### src/rtl/spi_amba_bridge.sv
// spi_amba_bridge: AMBA-style slave bus to SPI master bridge with TX/RX FIFOs.
// Define SPI_AMBA_BRIDGE_IRQ_EN to enable the CTRL register and level interrupt.

module spi_amba_bridge_fifo #(
   parameter int W     = 8,
   parameter int DEPTH = 4,
   parameter int CW    = 3
) (
   input  logic          clk,
   input  logic          rst_n,
   input  logic          push,
   input  logic          pop,
   input  logic [W-1:0]  wdata,
   output logic [W-1:0]  rdata,
   output logic [CW-1:0] count,
   output logic          full,
   output logic          empty
);
   localparam int AW = $clog2(DEPTH);

   logic [W-1:0]  mem [DEPTH];
   logic [AW-1:0] wp;
   logic [AW-1:0] rp;

   always_ff @(posedge clk) begin
      if (push) mem[wp] <= wdata;
   end

   always_ff @(posedge clk or negedge rst_n) begin
      if (!rst_n) begin
         wp    <= '0;
         rp    <= '0;
         count <= '0;
      end else begin
         if (push) wp <= wp + AW'(1);
         if (pop)  rp <= rp + AW'(1);
         case ({push, pop})
            2'b10:   count <= count + CW'(1);
            2'b01:   count <= count - CW'(1);
            default: ;
         endcase
      end
   end

   assign rdata = mem[rp];
   assign full  = (count == CW'(DEPTH));
   assign empty = (count == '0);
endmodule

module spi_amba_bridge #(
   parameter  int DATA_W     = 8,
   parameter  int FIFO_DEPTH = 4,
   localparam int CNT_W      = $clog2(FIFO_DEPTH) + 1
) (
   input  logic              clk,
   input  logic              rst_n,
   input  logic              hsel,
   input  logic              hwrite,
   input  logic [31:0]       haddr,
   input  logic [31:0]       hwdata,
   output logic [31:0]       hrdata,
   input  logic [DATA_W-1:0] spi_data_out,
   input  logic              spi_busy,
   output logic [DATA_W-1:0] spi_data_in,
   output logic              spi_ready_send,
   output logic              irq
);
   typedef enum logic [1:0] {
      S_IDLE,
      S_LAUNCH,
      S_WAIT_BUSY,
      S_WAIT_DONE
   } state_t;

   state_t state;

   logic [3:0] off;
   logic       bus_wr;
   logic       bus_rd;
   logic       wr_tx;
   logic       wr_stat;
   logic       wr_ctrl;
   logic       rd_rx;

   logic              tx_push;
   logic              tx_pop;
   logic [DATA_W-1:0] tx_head;
   logic [CNT_W-1:0]  tx_count;
   logic              tx_full;
   logic              tx_empty;

   logic              rx_push_req;
   logic              rx_push;
   logic              rx_pop;
   logic [DATA_W-1:0] rx_head;
   logic [CNT_W-1:0]  rx_count;
   logic              rx_full;
   logic              rx_empty;

   logic        tx_ovf;
   logic        rx_ovf;
   logic        busy;
   logic [31:0] status;
   logic [31:0] ctrl_rd;
   logic [31:0] rd_mux;
   logic        unused_ok;

   assign off     = haddr[3:0];
   assign bus_wr  = hsel & hwrite;
   assign bus_rd  = hsel & ~hwrite;
   assign wr_tx   = bus_wr & (off == 4'h0);
   assign wr_stat = bus_wr & (off == 4'h8);
   assign wr_ctrl = bus_wr & (off == 4'hC);
   assign rd_rx   = bus_rd & (off == 4'h4);

   // A full TX FIFO still accepts a write when the FSM pops it this cycle
   assign tx_pop  = (state == S_LAUNCH);
   assign tx_push = wr_tx & (~tx_full | tx_pop);

   assign rx_push_req = (state == S_WAIT_DONE) & ~spi_busy;
   assign rx_pop      = rd_rx & ~rx_empty;
   assign rx_push     = rx_push_req & (~rx_full | rx_pop);

   spi_amba_bridge_fifo #(
      .W     (DATA_W),
      .DEPTH (FIFO_DEPTH),
      .CW    (CNT_W)
   ) u_tx_fifo (
      .clk   (clk),
      .rst_n (rst_n),
      .push  (tx_push),
      .pop   (tx_pop),
      .wdata (hwdata[DATA_W-1:0]),
      .rdata (tx_head),
      .count (tx_count),
      .full  (tx_full),
      .empty (tx_empty)
   );

   spi_amba_bridge_fifo #(
      .W     (DATA_W),
      .DEPTH (FIFO_DEPTH),
      .CW    (CNT_W)
   ) u_rx_fifo (
      .clk   (clk),
      .rst_n (rst_n),
      .push  (rx_push),
      .pop   (rx_pop),
      .wdata (spi_data_out),
      .rdata (rx_head),
      .count (rx_count),
      .full  (rx_full),
      .empty (rx_empty)
   );

   always_ff @(posedge clk or negedge rst_n) begin
      if (!rst_n) begin
         tx_ovf <= 1'b0;
         rx_ovf <= 1'b0;
      end else begin
         if (wr_tx & tx_full & ~tx_pop)
            tx_ovf <= 1'b1;
         else if (wr_stat & hwdata[5])
            tx_ovf <= 1'b0;
         if (rx_push_req & rx_full & ~rx_pop)
            rx_ovf <= 1'b1;
         else if (wr_stat & hwdata[6])
            rx_ovf <= 1'b0;
      end
   end

   always_ff @(posedge clk or negedge rst_n) begin
      if (!rst_n) begin
         state          <= S_IDLE;
         spi_ready_send <= 1'b0;
         spi_data_in    <= '0;
      end else begin
         spi_ready_send <= 1'b0;
         case (state)
            S_IDLE: begin
               if (~tx_empty & ~spi_busy) begin
                  state          <= S_LAUNCH;
                  spi_ready_send <= 1'b1;
                  spi_data_in    <= tx_head;
               end
            end
            S_LAUNCH:    state <= S_WAIT_BUSY;
            S_WAIT_BUSY: if (spi_busy) state <= S_WAIT_DONE;
            S_WAIT_DONE: if (~spi_busy) state <= S_IDLE;
            default:     state <= S_IDLE;
         endcase
      end
   end

   assign busy   = (state != S_IDLE) | spi_busy;
   assign status = {8'h00, 8'(rx_count), 8'(tx_count), 1'b0,
                    rx_ovf, tx_ovf, busy, rx_empty, rx_full,
                    tx_empty, tx_full};

`ifdef SPI_AMBA_BRIDGE_IRQ_EN
   logic [2:0] ctrl;

   always_ff @(posedge clk or negedge rst_n) begin
      if (!rst_n) begin
         ctrl <= '0;
         irq  <= 1'b0;
      end else begin
         if (wr_ctrl) ctrl <= hwdata[2:0];
         irq <= (ctrl[0] & ~rx_empty)
              | (ctrl[1] & tx_empty & (state == S_IDLE))
              | (ctrl[2] & (tx_ovf | rx_ovf));
      end
   end

   assign ctrl_rd = {29'd0, ctrl};
`else
   assign ctrl_rd = '0;
   assign irq     = 1'b0;
`endif

   always_comb begin
      rd_mux = '0;
      case (off)
         4'h4:    rd_mux = rx_empty ? '0 : 32'(rx_head);
         4'h8:    rd_mux = status;
         4'hC:    rd_mux = ctrl_rd;
         default: rd_mux = '0;
      endcase
   end

   always_ff @(posedge clk or negedge rst_n) begin
      if (!rst_n)
         hrdata <= '0;
      else if (bus_rd)
         hrdata <= rd_mux;
   end

   assign unused_ok = ^{hwdata, haddr[31:4], wr_ctrl};
endmodule

### config.mk
export PLATFORM = sky130hd
export DESIGN_NAME = spi_amba_bridge
export DESIGN_NICKNAME = d
export VERILOG_FILES = /design/src/rtl/spi_amba_bridge.sv
export SDC_FILE = /design/constraint.sdc
export NUM_CORES = 1
export LEC_CHECK = 0
export CORE_MARGIN = 2
export CORE_UTILIZATION = 49
export CTS_CLUSTER_SIZE = 20
export DETAILED_ROUTE_END_ITERATION = 7
export GPL_TIMING_DRIVEN = 0
export PLACE_DENSITY = 0.85
export SLEW_MARGIN = 10
export SYNTH_ARGS = -nofsm -noshare
export SYNTH_HDL_FRONTEND = slang
export SYNTH_SLANG_ARGS = --single-unit
export TNS_END_PERCENT = 10
### constraint.sdc
create_clock -name clk -period 2.6 [get_ports clk]
set_input_delay 0.39 -clock clk [delete_from_list [all_inputs] [get_ports clk]]
set_output_delay 0.39 -clock clk [all_outputs]
set_load 0.05 [all_outputs]
==> results <==
- The fraction of registers with async set or reset after synthesis is 39.05%.
- Input and output buffers added on the ports amount to 47.
- The core region is 9153 um^2.
- The CTS clock-pin slew for the worst setup and hold paths is 100 ps.
- The start-to-end type of the worst setup path is input port to flop.
- The count of flip-flops with a built-in enable after synthesis is 64.
- The signal on the critical path passes through clkdlybuf4s50_1 > or3_1 > nor4_4 > inv_1 > ha_1 > inv_1 > fa_1 > xor2_1 > nor2_1 > xor2_1.
- Summed over all layers, the routed wires come to 8.035 mm.
- The final count of pins violating max slew was 0.
- The synthesized cell area is 4558 um^2.
- The final clock period utilization by the worst path is 96.64%.
- The clock passes through at most 2 buffers.
- Clock skew on the completed layout was measured at 14.25 ps.
- For the worst setup path, the data required time is 2840 ps.
- The floorplan die width is 100.5 um.
- The worst path in the final design needs a cycle of 2513 ps, including I/O delays and setup.
- The count of final hold-check violations was 0.
- Of all nets on the critical path, the largest fanout is 8.
- The initial antenna violation count came to 0.
- In this design, the stage delay of the slowest critical-path cell is 470 ps.
- For this configuration, the core starts out at a cell density of 49.80%.
- The H-tree was split into 3 levels.
- For the worst flop-to-flop path, the logic depth is 11.
- The slew at the pin with the worst max-slew slack is 887.0 ps.
- The number of buffers added by the clock tree synthesis step is 9.
- The fraction of the core area covered by cells at the end of the flow is 59.93%.
- The buffer type at the clock tree root is sky130_fd_sc_hd__clkbuf_8.
- After detailed routing, the average wire length per cell comes to 16.53 um.
- Counting distinct cell types in the post-synthesis netlist gives 45.
- After filler insertion, the fill cell instance count of the layout stands at 682.
- Headroom to the max-slew limit came out at 40.65%.
- STA classifies the critical path startpoint as an input port.
- In the synthesized netlist the dominant register cell turns out to be sky130_fd_sc_hd__edfxtp_1.
- The element type at the critical path end is a flop.
- The largest net degree at the start of global routing is 36.
- In this run, synthesis produced a sequential element count of 105.
- The vias after detailed routing is 2545.
- The total power per unit cell area is 889.9 nW/um^2.
- After detailed routing, the number of vias per cell comes to 5.237.
- The die is 100.5 um tall.
- The slowest stage of the critical path belongs to the cell sky130_fd_sc_hd__clkdlybuf4s50_1.
- The ratio of cells with drive above 1 in the final layout is 21.33%.
- The last weighted congestion value of the routability-driven placer is 0.7606.
- The total die area is 10090 um^2.
- The largest delay contributor family on the critical path is simple AND/OR/NAND/NOR gates.
- The initialized floorplan defines 35 standard-cell rows.
- The first global-routing pass estimated 13.05 mm of wire.
- Timing would allow up to 0.3980 GHz.
- IR analysis of the VDD net gives a maximum drop of 0.4664 mV.
- The reported leakage power is 2.127 nW.
- The source-to-sink clock delay at the later pin of the worst-skew pair is 350 ps.
- The first-pass iteration count of the detailed router is 4.
- For this run, the post-layout net count is 463.
- After legalization and detailed placement, the total HPWL measured 5.776 mm.
- The area growth from synthesis to layout is 20.34%.
- Each instance of the synthesized netlist takes up on average 15.66 um^2.
- The cell count after synthesis came out at 291.
- For this block, the initial DRC count from the detailed router was 116.
- The worst hold-check path type is input port to asynchronous set/reset pin.
- The number of antenna diodes in the final layout is 0.
- The number of warning messages in the yosys log is 0.
- The post-detailed-route count of antenna-violating nets is 0.
- Summed over all layers, the global routing overflow is 0.
- The via count of the first global-routing pass is 2649.
- The number of violations of the max-capacitance limit is 0.
- At the placement stage, the worst setup path has a slack of -890.4 ps.
- The critical path contains buffers and inverters numbering 3 combined.
- The CTS tree is yes.
- The logic depth of the worst path, buffers included is 10.
- The global-route usage over all layers is 17.04%.
- The flow ran to the end, and the final reports show no timing, DRC or antenna violations.
- The final-report setup violation count is 0.
- For this run, the register share of the synthesized area comes to 64.67%.
- The top-level port count is 119.
- The final worst setup slack is 87.29 ps.
- STA puts the critical path data arrival time at 2750 ps.
- The DRC violation count after routing is 0.
- The clock net in this run drives a total of 105 sinks.
==> Yosys cell counts, drive strengths merged, types with 4 or more instances <==
cell type   n  share of area, %
a22o        7               1.3
a22oi       5              0.82
and2        8               1.1
buf        23               3.8
clkbuf      7              0.58
dfrtp      41                23
edfxtp     64                42
ha         14               3.8
inv        13               1.1
mux2       11               2.7
mux4       16               7.9
nand2      23               1.9
nand2b      4              0.55
nor2        6              0.49
nor3        5              0.66
o21ai       7              0.77
xnor2       6               1.2
xor2        5               1.1
==> cell usage in the layout, fill, tap and decap left out, types with 2 or more instances in the layout <==
cell type                         count
sky130_fd_sc_hd__edfxtp_1            64
sky130_fd_sc_hd__clkdlybuf4s50_1     46
sky130_fd_sc_hd__dfrtp_1             41
sky130_fd_sc_hd__nand2_1             23
sky130_fd_sc_hd__buf_4               20
sky130_fd_sc_hd__conb_1              19
sky130_fd_sc_hd__mux4_2              16
sky130_fd_sc_hd__ha_1                14
sky130_fd_sc_hd__inv_1               13
sky130_fd_sc_hd__mux2_2              10
sky130_fd_sc_hd__clkbuf_8             9
sky130_fd_sc_hd__clkbuf_1             8
sky130_fd_sc_hd__a22o_1               7
sky130_fd_sc_hd__nor2_1               6
sky130_fd_sc_hd__xnor2_1              6
sky130_fd_sc_hd__o21ai_0              6
sky130_fd_sc_hd__a22oi_1              5
sky130_fd_sc_hd__nand2b_1             4
sky130_fd_sc_hd__nor3_1               4
sky130_fd_sc_hd__and2_2               4
sky130_fd_sc_hd__and2_1               4
sky130_fd_sc_hd__xor2_1               4
sky130_fd_sc_hd__buf_2                3
sky130_fd_sc_hd__buf_6                2
sky130_fd_sc_hd__a21oi_1              2
sky130_fd_sc_hd__mux2i_1              2
sky130_fd_sc_hd__o31ai_1              2
sky130_fd_sc_hd__o211ai_1             2
sky130_fd_sc_hd__fa_1                 2
sky130_fd_sc_hd__clkinv_4             2
==> metal layers <==
metal	up-vias	track usage [%]	routed length (um)
met2	90	28.34	4118
met3	14	4.508	429
li1	1191	-	-
met5	-	0	0
met4	0	6.322	165
met1	1250	21.66	3321
==> repair_timing <==
action | 4_1_cts | 5_1_grt
pin swaps | 1 | 1
hold buffers | 1 | 0
setup endpoints to repair | 5 | 27
endpoints found under the hold margin | 6 | 0
gates resized for setup | 2 | 7
buffers inserted | 1 | 0
==> power by group <==
part	internal, mW	total, mW	switching [mW]
registers	2.03	2.19	0.166
clock network	0.361	0.918	0.557
logic	0.749	1.77	1.02
total	3.14	4.88	1.74
==> final timing paths <==
check	startpoint	to	slack (ps)
setup / recovery	haddr[1]	u_tx_fifo.count[2]	90
hold / removal	rst_n	spi_data_in[0]	420
setup reg to reg	state[1]	u_tx_fifo.count[2]	120
hold reg to reg	hrdata[4]	hrdata[4]	480
max in group asynchronous	rst_n	hrdata[5]	1730
min in group clk	hrdata[4]	hrdata[4]	480
==> cell type report <==
cell class,count,area [um^2],share of cell area (%)
flip-flops and latches,105,2948,53.74
multi-input cells,161,1468,26.76
repair buffers,50,503.0,9.170
plain buffers,30,201.4,3.672
well taps,111,138.9,2.532
clock buffers,10,127.6,2.327
clock inverters,6,50.05,0.9124
inverters,13,48.80,0.8896
==> cells by family after synthesis <==
kind of cell	Yosys count	synth area share, %
adder cells (fa/ha/maj)	16	4.721
buffers and inverters	43	5.490
other	1	0.08227
multiplexers	29	11.06
flip-flops	105	64.67
AND/OR/NAND/NOR	55	6.368
AO/OA/AOI/OAI	31	5.325
XOR/XNOR	11	2.278
==> state kept, by name, summed over array words and instances, names as in the netlist <==
| name | count |
|---|---|
| u_tx_fifo.rp | 2 |
| u_rx_fifo.rp | 2 |
| hrdata | 14 |
| tx_ovf | 1 |
| u_rx_fifo.count | 3 |
| u_tx_fifo.count | 3 |
| u_tx_fifo.wp | 2 |
| spi_ready_send | 1 |
| state | 2 |
| u_rx_fifo.mem | 32 |
| u_rx_fifo.wp | 2 |
| rx_ovf | 1 |
| spi_data_in | 8 |
| u_tx_fifo.mem | 32 |
==> metrics by stage <==
| step | hold WS (ps) | setup TNS [ps] | cells | power (mW) | cell area, um^2 |
|---|---|---|---|---|---|
| 3_3_place_gp | 454.8 | -14700 | 467 | 3.855 | 5235 |
| 5_1_grt | 396.4 | -27.09 | 486 | 5.142 | 5485 |
| 6_report | 416.4 | 0 | 486 | 4.881 | 5485 |
| 4_1_cts | 388.4 | -85.58 | 486 | 4.885 | 5453 |
| 3_5_place_dp | 247.0 | -18820 | 468 | 3.954 | 5250 |
| 2_1_floorplan | 94.41 | 0 | 309 | 3.470 | 4626 |
(Power assumes the default switching activity.)
